**src/rtl/alu_9bit_arbiter_if.sv**
```systemverilog
// Request/response bus shared by the four ALU requesters and the result consumer.
interface alu_9bit_arbiter_if #(
    parameter int NUM_REQ = 4
);
    localparam int IW = $clog2(NUM_REQ);

    logic [NUM_REQ-1:0]   req_valid;
    logic [NUM_REQ-1:0]   req_ready;
    logic [2*NUM_REQ-1:0] req_select;
    logic [9*NUM_REQ-1:0] req_a;
    logic [9*NUM_REQ-1:0] req_b;
    logic                 rsp_valid;
    logic [IW-1:0]        rsp_id;
    logic [8:0]           rsp_data;
    logic                 rsp_ready;

    // Requesters plus result consumer.
    modport master (
        output req_valid, req_select, req_a, req_b, rsp_ready,
        input  req_ready, rsp_valid, rsp_id, rsp_data
    );

    // The arbitrated ALU.
    modport slave (
        input  req_valid, req_select, req_a, req_b, rsp_ready,
        output req_ready, rsp_valid, rsp_id, rsp_data
    );
endinterface

```
**src/rtl/alu_9bit_arbiter.sv**
```systemverilog
// Round-robin arbiter sharing one 9-bit ALU among four requesters, with a
// single result register drained by a valid/ready consumer.

module alu_9bit (
    input  logic [1:0] sel,
    input  logic [8:0] a,
    input  logic [8:0] b,
    output logic [8:0] y
);
    // Sum/subtract wrap mod 512; min/max compare unsigned.
    always_comb begin
        y = '0;
        unique case (sel)
            2'b00: y = a + b;
            2'b01: y = a - b;
            2'b10: y = (a < b) ? a : b;
            2'b11: y = (a < b) ? b : a;
        endcase
    end
endmodule

module alu_9bit_arbiter #(
    parameter int NUM_REQ = 4
) (
    input  logic                 clk,
    input  logic                 reset,
    alu_9bit_arbiter_if.slave    bus
);
    localparam int IW = $clog2(NUM_REQ);

    logic [IW-1:0] ptr;
    logic [IW-1:0] gnt_idx;
    logic [IW-1:0] idx;
    logic          gnt_any;
    logic          slot_free;
    logic [1:0]    alu_sel;
    logic [8:0]    alu_a;
    logic [8:0]    alu_b;
    logic [8:0]    alu_y;

    // Slot frees when empty or drained this cycle; held low in reset.
    assign slot_free = !reset && (!bus.rsp_valid || bus.rsp_ready);

    // Round-robin search from ptr; first valid requester wins when the slot is free.
    always_comb begin
        gnt_idx = ptr;
        gnt_any = 1'b0;
        idx     = '0;
        for (int unsigned k = 0; k < NUM_REQ; k++) begin
            idx = ptr + IW'(k);
            if (!gnt_any && bus.req_valid[idx]) begin
                gnt_any = 1'b1;
                gnt_idx = idx;
            end
        end
        gnt_any = gnt_any && slot_free;
    end

    // One-hot accept for the winner only.
    always_comb begin
        bus.req_ready = '0;
        if (gnt_any)
            bus.req_ready[gnt_idx] = 1'b1;
    end

    // Route the winner's opcode and operands to the shared ALU.
    always_comb begin
        alu_sel = bus.req_select[gnt_idx*2 +: 2];
        alu_a   = bus.req_a[gnt_idx*9 +: 9];
        alu_b   = bus.req_b[gnt_idx*9 +: 9];
    end

    alu_9bit u_alu (
        .sel (alu_sel),
        .a   (alu_a),
        .b   (alu_b),
        .y   (alu_y)
    );

    // Result register and priority pointer.
    always_ff @(posedge clk or posedge reset) begin
        if (reset) begin
            bus.rsp_valid <= 1'b0;
            bus.rsp_id    <= '0;
            bus.rsp_data  <= '0;
            ptr           <= '0;
        end else if (gnt_any) begin
            bus.rsp_valid <= 1'b1;
            bus.rsp_id    <= gnt_idx;
            bus.rsp_data  <= alu_y;
            ptr           <= gnt_idx + IW'(1);
        end else if (bus.rsp_ready) begin
            bus.rsp_valid <= 1'b0;
        end
    end
endmodule
```
**src/flat_wrapper.sv**
```systemverilog
// flat-port wrapper written by rule: the top's interface ports become plain ports
module alu_9bit_arbiter_flat 
#(
    parameter int NUM_REQ = 4
)
  (clk, reset, bus_req_valid, bus_req_select, bus_req_a, bus_req_b, bus_rsp_ready, bus_req_ready, bus_rsp_valid, bus_rsp_id, bus_rsp_data);
  alu_9bit_arbiter_if #(.NUM_REQ(NUM_REQ)) bus_i ();
  input  logic clk;
  input  logic reset;
  input wire logic [$bits(bus_i.req_valid)-1:0] bus_req_valid;
  input wire logic [$bits(bus_i.req_select)-1:0] bus_req_select;
  input wire logic [$bits(bus_i.req_a)-1:0] bus_req_a;
  input wire logic [$bits(bus_i.req_b)-1:0] bus_req_b;
  input wire logic [$bits(bus_i.rsp_ready)-1:0] bus_rsp_ready;
  output wire logic [$bits(bus_i.req_ready)-1:0] bus_req_ready;
  output wire logic [$bits(bus_i.rsp_valid)-1:0] bus_rsp_valid;
  output wire logic [$bits(bus_i.rsp_id)-1:0] bus_rsp_id;
  output wire logic [$bits(bus_i.rsp_data)-1:0] bus_rsp_data;
  assign bus_i.req_valid = bus_req_valid;
  assign bus_i.req_select = bus_req_select;
  assign bus_i.req_a = bus_req_a;
  assign bus_i.req_b = bus_req_b;
  assign bus_i.rsp_ready = bus_rsp_ready;
  assign bus_req_ready = bus_i.req_ready;
  assign bus_rsp_valid = bus_i.rsp_valid;
  assign bus_rsp_id = bus_i.rsp_id;
  assign bus_rsp_data = bus_i.rsp_data;
  alu_9bit_arbiter #(.NUM_REQ(NUM_REQ)) u_core (.clk(clk), .reset(reset), .bus(bus_i));
endmodule
```
**config.mk**
```make
export PLATFORM = sky130hd
export DESIGN_NAME = alu_9bit_arbiter_flat
export DESIGN_NICKNAME = d
export VERILOG_FILES = /design/src/rtl/alu_9bit_arbiter_if.sv /design/src/rtl/alu_9bit_arbiter.sv /design/src/flat_wrapper.sv
export SDC_FILE = /design/constraint.sdc
export NUM_CORES = 1
export LEC_CHECK = 0
export ABC_AREA = 1
export BUFFER_PORTS_ARGS = -buffer_cell sky130_fd_sc_hd__buf_4
export CELL_PAD_IN_SITES_DETAIL_PLACEMENT = 1
export CELL_PAD_IN_SITES_GLOBAL_PLACEMENT = 1
export CORE_MARGIN = 1.5
export CORE_UTILIZATION = 35
export DETAILED_ROUTE_END_ITERATION = 10
export GPL_TIMING_DRIVEN = 0
export PLACE_DENSITY = 0.85
export SLEW_MARGIN = 20
export SYNTH_ARGS = -nofsm -noshare
export SYNTH_HDL_FRONTEND = slang
export SYNTH_SLANG_ARGS = --single-unit
```
**constraint.sdc**
```tcl
create_clock -name clk -period 4 [get_ports clk]
set_input_delay 0.6 -clock clk [delete_from_list [all_inputs] [get_ports clk]]
set_output_delay 0.6 -clock clk [all_outputs]
set_load 0.02 [all_outputs]
```
# Word level (Yosys, flattened, before mapping)
# Cells that the tools add are included.
# totals
ff_bits	14
in_bits	87
output_inout_bits	16
word_cells	61
# op_classes
addsub	6
multipliers	1
magnitude_cmp	7
eq_ne	3
n_shift	3
muxes	23
reduce_logical	14
# op_table
operator	n
$shiftx A36 B7 Y9	2
$pmux W9 S4	1
$mux W9	2
$lt A2 B3 Y1 const B	5
$mux W1	11
$add A9 B9 Y9	1
$lt A9 B9 Y1	1
$sub A9 B9 Y9	1
$bmux W1 S2	4
$shiftx A8 B4 Y2	1
$logic_and A1 B1 Y1	6
$mul A2 B4 Y6 const B	1
$mux W2	3
$logic_not A1 Y1	5
$add A2 B1 Y2 const B	2
$add A2 B2 Y2 const B	2
$eq A2 B2 Y1 const B	2
$mux W4	1
$demux W1 S2	1
$eq A2 B1 Y1 const B	1
$ge A2 B1 Y1 const B	1
$logic_not A2 Y1	1
$reduce_bool A2 Y1	1
$logic_or A1 B1 Y1	1

# Logic depth before layout (Yosys ltp)
# Gate-level depths: netlist of run 1.
# depth
ltp_word	17
depth_mapped	31
mapped_depth_nobuf	29

# Modules after synthesis
# Synthesis of run 1 repeated with hierarchy kept, for this count alone.
# hier_totals
cells_unflattened	585
area_unflattened_um2	3069.2
# modules_own_cells
mod	instances	cells_each	area_per_inst_um2
alu_9bit_arbiter	1	341	1700.4
alu_9bit	1	244	1368.8

# Least setup slack after synthesis of run 1
# No wires, ideal clock.
# synth_path
path_type	register to register
start	register u_core.ptr[1]
end	register u_core.bus.rsp_data[8]
setup_ns	0.116
arrival_ns	3.571
required_ns	3.884
setup_slack_ns	0.313
path_stages_with_launch	28
n_path_buf	5
path_cell_list	dfrtp_1 buf_4 inv_4 nand2_1 nand2_1 nand2_1 nand2_2 nand4_4 nand2_2 buf_6 buf_4 nand3b_1 nand3_1 nand2_1 ha_1 clkbuf_1 inv_1 nand2_1 nor3_1 nand3_1 nand3_1 inv_2 buf_1 nand3_1 nand3_1 nand3_1 nand2_1 nand2_1
# synth_between
elab_chain_len	17
word_cells_on_any_way	39
classes_between	5 x add/sub; 1 x mul; 1 x order compare; 3 x eq/ne; 3 x shift; 18 x mux; 8 x reduce/logical
# synth_rtl
item	line_no	rtl
start: declaration	alu_9bit_arbiter.sv:31	logic [IW-1:0] ptr;
start signal: assignment	alu_9bit_arbiter.sv:91	ptr <= gnt_idx + IW'(1);
parallel branches: the longest is 17 deep, another holds $mul A2 B4 Y6	n/a	
end signal: assignment	alu_9bit_arbiter.sv:90	bus.rsp_data <= alu_y;
end: declaration	alu_9bit_arbiter_if.sv:26	output req_ready, rsp_valid, rsp_id, rsp_data
# Several ways; the timed one is not identified. The select of a mux whose other input is x is not followed.
# A chain may end at the register's enable or synchronous reset.

# Worst setup path after layout of run 1
# layout_path
start	register u_core.ptr[0]
end	register u_core.bus.rsp_data[6]
# layout_between
elab_chain_len	17
word_cells_on_any_way	39
classes_between	5 x add/sub; 1 x mul; 1 x order compare; 3 x eq/ne; 3 x shift; 18 x mux; 8 x reduce/logical
# layout_rtl
item	line_no	rtl
parallel branches: the longest is 11 deep, another holds $add A2 B1 Y2	n/a	
$mux W2 *	alu_9bit_arbiter.sv:51	if (!gnt_any && bus.req_valid[idx]) begin
via u_core.gnt_idx[1]	alu_9bit_arbiter.sv:32	logic [IW-1:0] gnt_idx;
$mul A2 B4 Y6	alu_9bit_arbiter.sv:69, alu_9bit_arbiter.sv:70	
$shiftx A36 B7 Y9, on equally long branches	alu_9bit_arbiter.sv:69, alu_9bit_arbiter.sv:70	
$lt A9 B9 Y1	alu_9bit_arbiter.sv:16, alu_9bit_arbiter.sv:17	
$mux W9, on equally long branches	alu_9bit_arbiter.sv:17, alu_9bit_arbiter.sv:16	
$pmux W9 S4 *	alu_9bit_arbiter.sv:13	unique case (sel)
# Mark *: on every way through the listed nets, which the timed path passes. The select of a mux whose other input is x is not followed.

==> out/results.tsv, run 1 <==
metric	value	unit
crit_arrival	4.06	ns
die_width	99.0	µm
hold_viol_final	0	
antenna_cells	0	
synth_area	3220	µm²
pin_count	103	
ant_nets	0	
die_y	99.0	µm
synthArstFlopShare	1.00	
rsz0062_at_grt	true	
numPortBuffers	102	
clk_pin_slew_worst_paths	0.06	ns
holdCritPathClass	input pin to asynchronous set/reset pin	
antenna_found_initial	0	
cts_hold_repair.buffers	0	
syn_avg_cell_area	5.69	µm²
criticalPathCategory	flop to flop	
synth.area.top_cells	nand2_1 (21%), nand3_1 (17%), dfrtp_1 (11%), inv_1 (10%), ha_1 (8.2%)	
status	finished, violations left	
cp_max_fo	11	
nets	800	
cts_buffers	3	
cts_tree	built	
reg2reg_slack	0.09	ns
netlist_instances	566	
hpwl	10.2	mm
pre_cts_slack	-0.890	ns
gp_congestion	0.908	
timing.rr.start	u_core.ptr[0]$_DFFE_PP0P_	
crit_path_start_kind	flop	
synth_seq_cells	14	
worstPathRequired	4.14	ns
ys.flop_type	dfrtp_1	
fin_ws	0.0854	ns
final.setup.tns	0	ns
endpoint_kind	flop	
fmax	0.255	GHz
yosysSeqAreaShare	0.109	
synth_largest_area_cell	nand2_1	
die_area	9790	µm²
clock_skew	0.00812	ns
tightest_slew	0.576	ns
root_buffer	clkbuf_8	
drv_slew	0	
area_delta_synth_final	45.5	%
syn_nets	676	
clk_latency	0.25	ns
dr.first_iter.drc_count	142	
worstReg2RegEnd	u_core.bus.rsp_data[6]$_DFFE_PP0P_	
grtUsageTotal	0.254	
drive_gt1_frac	0.334	
synthTopCellsByCount	nand2_1 (184), nand3_1 (112), inv_1 (89)	
fill_cells	1214	
drc	5	
period_share	0.979	
grt_overflow	0	
yosysMostFrequentCell	nand2_1	
grt_pass1_vias	4419	
slew_headroom	0.615	
finalSetupViolCount	0	
drt_first_pass_iters	7	
ys_warn_count	0	
vias	4199	
violations	design-rule violations	
grt_max_degree	16	
synth_cell_types	33	
cts_max_path_buffers	2	
synth_top_area_share	0.214	
reg2reg_depth	25	
htree_num_levels	1	
max-cap-violations	0	
drt_wl_total	13.1	mm
placementRows	34	
start_util	0.366	
via_per_inst	5.27	
synth-edff-count	0	
clock-sinks	14	
routedWlPerCell	16.5	µm
coreArea	8810	µm²
grt_pass1_wl	20.2	mm
period_minus_slack	3.91	ns
[how the worst max path moves through the flow]
stage                              start                            endpoint  slack [ns]  depth (start not counted)
2_1_floorplan  u_core.ptr[1]$_DFFE_PP0P_  u_core.bus.rsp_data[8]$_DFFE_PP0P_        0.31                         27
3_3_place_gp            bus_req_valid[3]  u_core.bus.rsp_data[3]$_DFFE_PP0P_       -0.78                         26
3_5_place_dp            bus_req_valid[2]  u_core.bus.rsp_data[2]$_DFFE_PP0P_       -0.89                         26
4_1_cts        u_core.ptr[1]$_DFFE_PP0P_  u_core.bus.rsp_data[2]$_DFFE_PP0P_        0.02                         26
5_1_grt        u_core.ptr[0]$_DFFE_PP0P_  u_core.bus.rsp_data[2]$_DFFE_PP0P_       -0.13                         28
6_report       u_core.ptr[0]$_DFFE_PP0P_  u_core.bus.rsp_data[6]$_DFFE_PP0P_        0.09                         25
[cells by family (layout without fill, tap and decap cells)]
group,Yosys count,after routing,share of synthesized area
simple gates,347,347,0.514
buf+inv,120,243,0.163
compound gates,48,48,0.0827
fa+ha+maj,23,23,0.0939
xor+xnor,14,14,0.0380
flops,14,14,0.109
[per-stage QoR]
step | hold slack, ns | utilization | cell area, µm² | std cells
4_1_cts | 0.422 | 0.487 | 4290 | 781
3_3_place_gp | 0.468 | 0.468 | 4120 | 776
5_1_grt | 0.450 | 0.532 | 4690 | 797
2_1_floorplan | 0.495 | - | 3220 | 566
3_5_place_dp | 0.472 | 0.468 | 4120 | 776
6_report | 0.405 | 0.532 | 4690 | 797
[registers in the layout, summed over array words and instances, names as in the netlist]
register and count:
u_core.bus.rsp_data 9, u_core.ptr 2, u_core.bus.rsp_valid 1, u_core.bus.rsp_id 2
[cells in the final DEF, fill, tap and decap left out, types with 3 or more instances in the layout]
master    synthesis  final
a21oi_2           0      3
nand2_4           4      5
o21ai_1          18     19
nor2_1            7      7
o21ai_0           8      6
buf_4             5    127
nor2_4            3      3
o21bai_1          3      3
buf_8             0      7
nand3_2           6     22
nand3_1         112     95
clkbuf_8          0      4
xor2_1           13     13
inv_1            89     85
inv_2             2      5
nand2_1         184    166
dfrtp_1          14     14
nand3b_1         14     14
buf_6             5      8
nand2_2           9     25
ha_1             21     17
a21oi_1          13     10
[cell type report]
class / instances / area [µm²] / area share
Multi-Input combinational cell: 432 / 2590 / 0.554
Timing Repair Buffer: 121 / 908 / 0.194
Inverter: 93 / 369 / 0.0787
Sequential cell: 14 / 350 / 0.0747
Buffer: 25 / 275 / 0.0587
Tap cell: 108 / 135 / 0.0288
Clock buffer: 4 / 55.1 / 0.0117
[metal layers]
metal,share of wire,vias to the layer above,track usage
met1,0.40,1991,0.287
li1,-,2045,-
met4,0.035,0,0.0934
met5,0,-,0
met3,0.041,36,0.0142
met2,0.53,127,0.497
[critical path, stage by stage (launching register included)]
cell and delay [ns]:
dfrtp_1 0.42, inv_2 0.09, buf_6 0.14, nand2_1 0.08
nand3_1 0.10, nand2_2 0.14, nand2_2 0.11, nand2_1 0.06
nand2_1 0.07, nand2_1 0.07, nand3_1 0.12, nand2_2 0.12
buf_4 0.21, nand2_1 0.12, nand2_1 0.11, ha_2 0.24
fa_2 0.42, o31ai_4 0.24, a21oi_2 0.09, o21ai_1 0.22
xor2_1 0.19, inv_1 0.05, o21ai_1 0.16, nand3_2 0.10
nand2_1 0.07, nand2_1 0.04
[repair_timing]
item / CTS / global route
pin swaps: 1 / 20
endpoints found under the setup margin: 9 / 9
gates resized for setup: 29 / 78
buffers inserted: 3 / 16
Power of run 1 is not shown: default switching activity piles up to over one toggle a cycle in this logic, so the estimate is an artifact.
==> run 2, diff against run 1 <==
--- a/config.mk
+++ b/config.mk
@@ -14,6 +14,7 @@
 export DETAILED_ROUTE_END_ITERATION = 10
 export GPL_TIMING_DRIVEN = 0
 export PLACE_DENSITY = 0.85
+export REMOVE_ABC_BUFFERS = 1
 export SLEW_MARGIN = 20
 export SYNTH_ARGS = -nofsm -noshare
 export SYNTH_HDL_FRONTEND = slang
==> run 2 against run 1 <==
The flow finishes with violations (design-rule violations, negative setup slack). Clock skew is essentially flat. Count of clock-buffer cells in the layout is the same. Utilization grew 4.1 points.
==> out/results.tsv, run 2 (same netlist as run 1, synthesis figures left out) <==
metric	value	unit
drt_wl_total	19.1	mm
fin_ws	-0.317	ns
largest_reg_flops	9	
violations	design-rule violations, negative setup slack	
cts_tree	built	
endpoint_kind	flop	
grt_pass1_vias	4258	
reg2reg_depth	25	
clk_latency	0.26	ns
crit_arrival	4.46	ns
criticalPathCategory	flop to flop	
drt-met1-wl	6.73	mm
crit_top_cell	nand2_1	
root_buffer	clkbuf_8	
grt_max_degree	25	
crit_cells	25	
drc	2	
slew_headroom	0.338	
clock-sinks	14	
grt_pass1_wl	20.1	mm
period_share	1.08	
cts_max_path_buffers	2	
crit_path_start_kind	flop	
ant_nets	0	
worstPathRequired	4.14	ns
tightest_slew	0.989	ns
die_y	99.0	µm
hpwl	8.26	mm
cp_max_fo	12	
pin_count	103	
top_layer	met4	
cts_buffers	3	
drv_slew	0	
clock_skew	0.00806	ns
fill_cells	1179	
largest-register	u_core.bus.rsp_data	
numPortBuffers	102	
grt_overflow	0	
start_util	0.366	
nets	811	
finalSetupViolCount	9	
die_area	9790	µm²
via_per_inst	6.01	
hold_viol_final	0	
reg2reg_slack	-0.32	ns
max-cap-violations	0	
htree_num_levels	1	
clk_pin_slew_worst_paths	0.07	ns
wl_met3	1.64	mm
dr.first_iter.drc_count	325	
placementRows	34	
final.setup.tns	-1.85	ns
routedWlPerCell	23.7	µm
layout_common_cells	nand2_1 (160), buf_4 (132), nand3_1 (105)	
wl_met2	9.21	mm
status	finished, violations left	
gp_congestion	0.967	
coreArea	8810	µm²
grtUsageTotal	0.255	
holdCritPathClass	input pin to asynchronous set/reset pin	
crit_buf_inv	5	
slowest_delay	0.52	ns
drt_first_pass_iters	10	
path_delay_family	simple AND/OR/NAND/NOR gates	
area_delta_synth_final	56.6	%
vias	4859	
crit_path_top_delay_cell	dfrtp_4	
final_common_cell	nand2_1	
drive_gt1_frac	0.353	
period_minus_slack	4.32	ns
die_width	99.0	µm
largest_registers	u_core.bus.rsp_data (9), u_core.bus.rsp_id (2), u_core.ptr (2)	
antenna_cells	0	
cts_hold_repair.buffers	0	
fmax	0.232	GHz
antenna_found_initial	0	
-- run 2: per-layer routing --
layer	up-vias	global-route usage
met4	0	0.0901
met1	2318	0.292
met5	-	0
li1	2086	-
met2	303	0.486
met3	152	0.0248
-- run 2: worst paths after layout --
kind,start,endpoint
worst min register to register,u_core.bus.rsp_id[0]$_DFFE_PP0P_,u_core.bus.rsp_id[0]$_DFFE_PP0P_
worst max register to register,u_core.ptr[0]$_DFFE_PP0P_,u_core.bus.rsp_data[5]$_DFFE_PP0P_
min in group clk,u_core.bus.rsp_id[0]$_DFFE_PP0P_,u_core.bus.rsp_id[0]$_DFFE_PP0P_
worst min-delay path,reset,u_core.bus.rsp_data[1]$_DFFE_PP0P_
max in group asynchronous,reset,u_core.ptr[0]$_DFFE_PP0P_
worst max-delay path,u_core.ptr[0]$_DFFE_PP0P_,u_core.bus.rsp_data[5]$_DFFE_PP0P_
-- run 2: timing repair --
item,in CTS,in global routing
setup endpoints to repair,11,11
buffers inserted,11,28
resized for setup,32,80
pin swaps,6,39
gates cloned,4,12
-- run 2: layout make-up --
cell class	instances	area (µm²)	area share
Multi-Input combinational cell	442	2870	0.569
Timing Repair Buffer	144	1210	0.241
Inverter	93	388	0.0769
Sequential cell	14	355	0.0704
Tap cell	108	135	0.0268
Clock buffer	4	55.1	0.0109
Timing Repair inverter	3	28.8	0.00570
-- run 2: through the flow --
step	util	cells	hold slack [ns]	setup WS, ns	area (µm²)
finish	0.573	808	0.421	-0.317	5050
global route	0.573	808	0.459	-0.410	5050
CTS	0.489	768	0.429	0.00395	4300
detailed placement	0.449	749	0.477	-1.88	3950
global placement	0.449	749	0.473	-1.71	3950
floorplan	-	539	0.495	-0.215	3050
Power of run 2 is left out for the same reason.
==> run 3, diff against run 2 <==
--- a/config.mk
+++ b/config.mk
@@ -9,7 +9,6 @@
 export BUFFER_PORTS_ARGS = -buffer_cell sky130_fd_sc_hd__buf_4
 export CELL_PAD_IN_SITES_DETAIL_PLACEMENT = 1
 export CELL_PAD_IN_SITES_GLOBAL_PLACEMENT = 1
-export CORE_MARGIN = 1.5
 export CORE_UTILIZATION = 35
 export DETAILED_ROUTE_END_ITERATION = 10
 export GPL_TIMING_DRIVEN = 0
==> run 3 against run 2 <==
The run still ends with design-rule violations, negative setup slack left. Count of clock-buffer cells in the layout fell by 1. Critical path type unchanged. Critical path depth fell by 5. Register-to-register slack improved by 0.17 ns. Worst setup slack improved by 0.17 ns. Global-route usage rose by 0.096 points. Flip-flop and latch count did not move. Clock skew fell by 0.0031 ns. Wire length fell by 3.6%. Critical endpoint is now u_core.bus.rsp_data[3]$_DFFE_PP0P_. First-iteration DRC count fell by 7.7%. Via count did not move. Worst hold slack improved by 0.0030 ns. Largest cell class unchanged.
==> out/results.tsv, run 3 (same netlist as run 1, synthesis figures left out) <==
metric	value	unit
status	finished, violations left	
root_buffer	clkbuf_8	
cts_tree	built	
antenna_cells	0	
dr.first_iter.drc_count	300	
final_common_cell	nand2_1	
drt_first_pass_iters	9	
fin_ws	-0.145	ns
fmax	0.241	GHz
period_minus_slack	4.15	ns
routedWlPerCell	22.6	µm
max-cap-violations	0	
layout_common_cells	nand2_1 (162), buf_4 (142), nand3_1 (105)	
die_width	98.0	µm
hpwl	8.44	mm
start_util	0.366	
drt_wl_total	18.4	mm
drive_gt1_frac	0.361	
hold_viol_final	0	
grt_pass1_vias	4320	
cts_hold_repair.buffers	0	
slew_headroom	0.583	
placementRows	34	
cts_buffers	3	
endpoint_kind	flop	
period_share	1.04	
die_area	9600	µm²
grt_overflow	0	
fill_cells	1165	
largest_reg_flops	9	
grt_max_degree	25	
nets	821	
gp_congestion	0.970	
grt_pass1_wl	20.0	mm
worstPathRequired	4.15	ns
die_y	98.0	µm
pre_cts_slack	-1.93	ns
clock-sinks	14	
clk_latency	0.25	ns
drv_slew	0	
seq_area	353	µm²
rsz0062_at_grt	true	
cts_max_path_buffers	2	
area_delta_synth_final	57.5	%
crit_arrival	4.29	ns
violations	design-rule violations, negative setup slack	
finalSetupViolCount	9	
largest_registers	u_core.bus.rsp_data (9), u_core.bus.rsp_id (2), u_core.ptr (2)	
numPortBuffers	102	
tightest_slew	0.624	ns
drc	4	
clk_pin_slew_worst_paths	0.06	ns
grtUsageTotal	0.256	
clock_skew	0.00494	ns
largest-register	u_core.bus.rsp_data	
crit_path_start_kind	flop	
final.setup.tns	-0.835	ns
vias	4859	
via_per_inst	5.95	
coreArea	8810	µm²
criticalPathCategory	flop to flop	
antenna_found_initial	0	
holdCritPathClass	input pin to asynchronous set/reset pin	
multi_input_area	2840	µm²
htree_num_levels	1	
ant_nets	0	
pin_count	103	
cp_max_fo	10	
-- run 3: area by class of cell --
type                            instances  share of cell area
Multi-Input combinational cell        441               0.560
Inverter                               93              0.0759
Timing Repair Buffer                  154               0.254
Tap cell                              108              0.0266
Timing Repair inverter                  4             0.00616
Clock buffer                            3             0.00813
Sequential cell                        14              0.0695
-- run 3: worst max-delay path, cell delays in order (launching register included) --
cell and delay, ns:
dfrtp_2 0.48, buf_12 0.15, nand2_1 0.05, nand2_1 0.14, nand2_1 0.13, nand2_4 0.13
nand4_4 0.19, nand2_8 0.18, nand2_8 0.14, inv_6 0.17, nand2_1 0.10, nand3_1 0.24
nand2_2 0.14, ha_1 0.40, o31ai_1 0.51, xor2_1 0.24, inv_1 0.09, o21ai_1 0.23
nand3_1 0.15, nand2_1 0.09, nand2_1 0.05
-- run 3: worst paths after layout --
| kind | start | end | slack (ns) | depth (start not counted) |
|---|---|---|---|---|
| setup / recovery | u_core.ptr[0]$_DFFE_PP0P_ | u_core.bus.rsp_data[3]$_DFFE_PP0P_ | -0.15 | 20 |
| hold / removal | reset | u_core.bus.rsp_data[2]$_DFFE_PP0P_ | 0.42 | 2 |
| setup reg to reg | u_core.ptr[0]$_DFFE_PP0P_ | u_core.bus.rsp_data[3]$_DFFE_PP0P_ | -0.15 | 20 |
| hold reg to reg | u_core.bus.rsp_data[6]$_DFFE_PP0P_ | u_core.bus.rsp_data[6]$_DFFE_PP0P_ | 0.50 | 2 |
| max in group asynchronous | reset | u_core.ptr[0]$_DFFE_PP0P_ | 3.14 | 2 |
| min in group clk | u_core.bus.rsp_data[6]$_DFFE_PP0P_ | u_core.bus.rsp_data[6]$_DFFE_PP0P_ | 0.50 | 2 |
-- run 3: what timing repair did --
| item | 4_1_cts | 5_1_grt |
|---|---|---|
| setup endpoints to repair | 11 | 13 |
| buffers inserted | 11 | 38 |
| cloned | 3 | 13 |
| pin swaps | 5 | 33 |
| gates resized for setup | 29 | 74 |
-- run 3: stage by stage --
step           hold WS (ns)  instances  instance area (µm²)  utilization
6_report              0.424        817                 5080        0.577
5_1_grt               0.459        817                 5080        0.577
4_1_cts               0.425        766                 4260        0.483
3_5_place_dp          0.473        749                 3950        0.449
3_3_place_gp          0.471        749                 3950        0.449
2_1_floorplan         0.495        539                 3050            -
-- run 3: metal layers --
| metal | global-route usage | part of all wire | up-vias |
|---|---|---|---|
| li1 | - | - | 2101 |
| met1 | 0.278 | 0.37 | 2333 |
| met2 | 0.512 | 0.48 | 303 |
| met3 | 0.0286 | 0.081 | 122 |
| met4 | 0.0699 | 0.069 | 0 |
| met5 | 0 | 0 | - |
Power of run 3 is left out for the same reason.
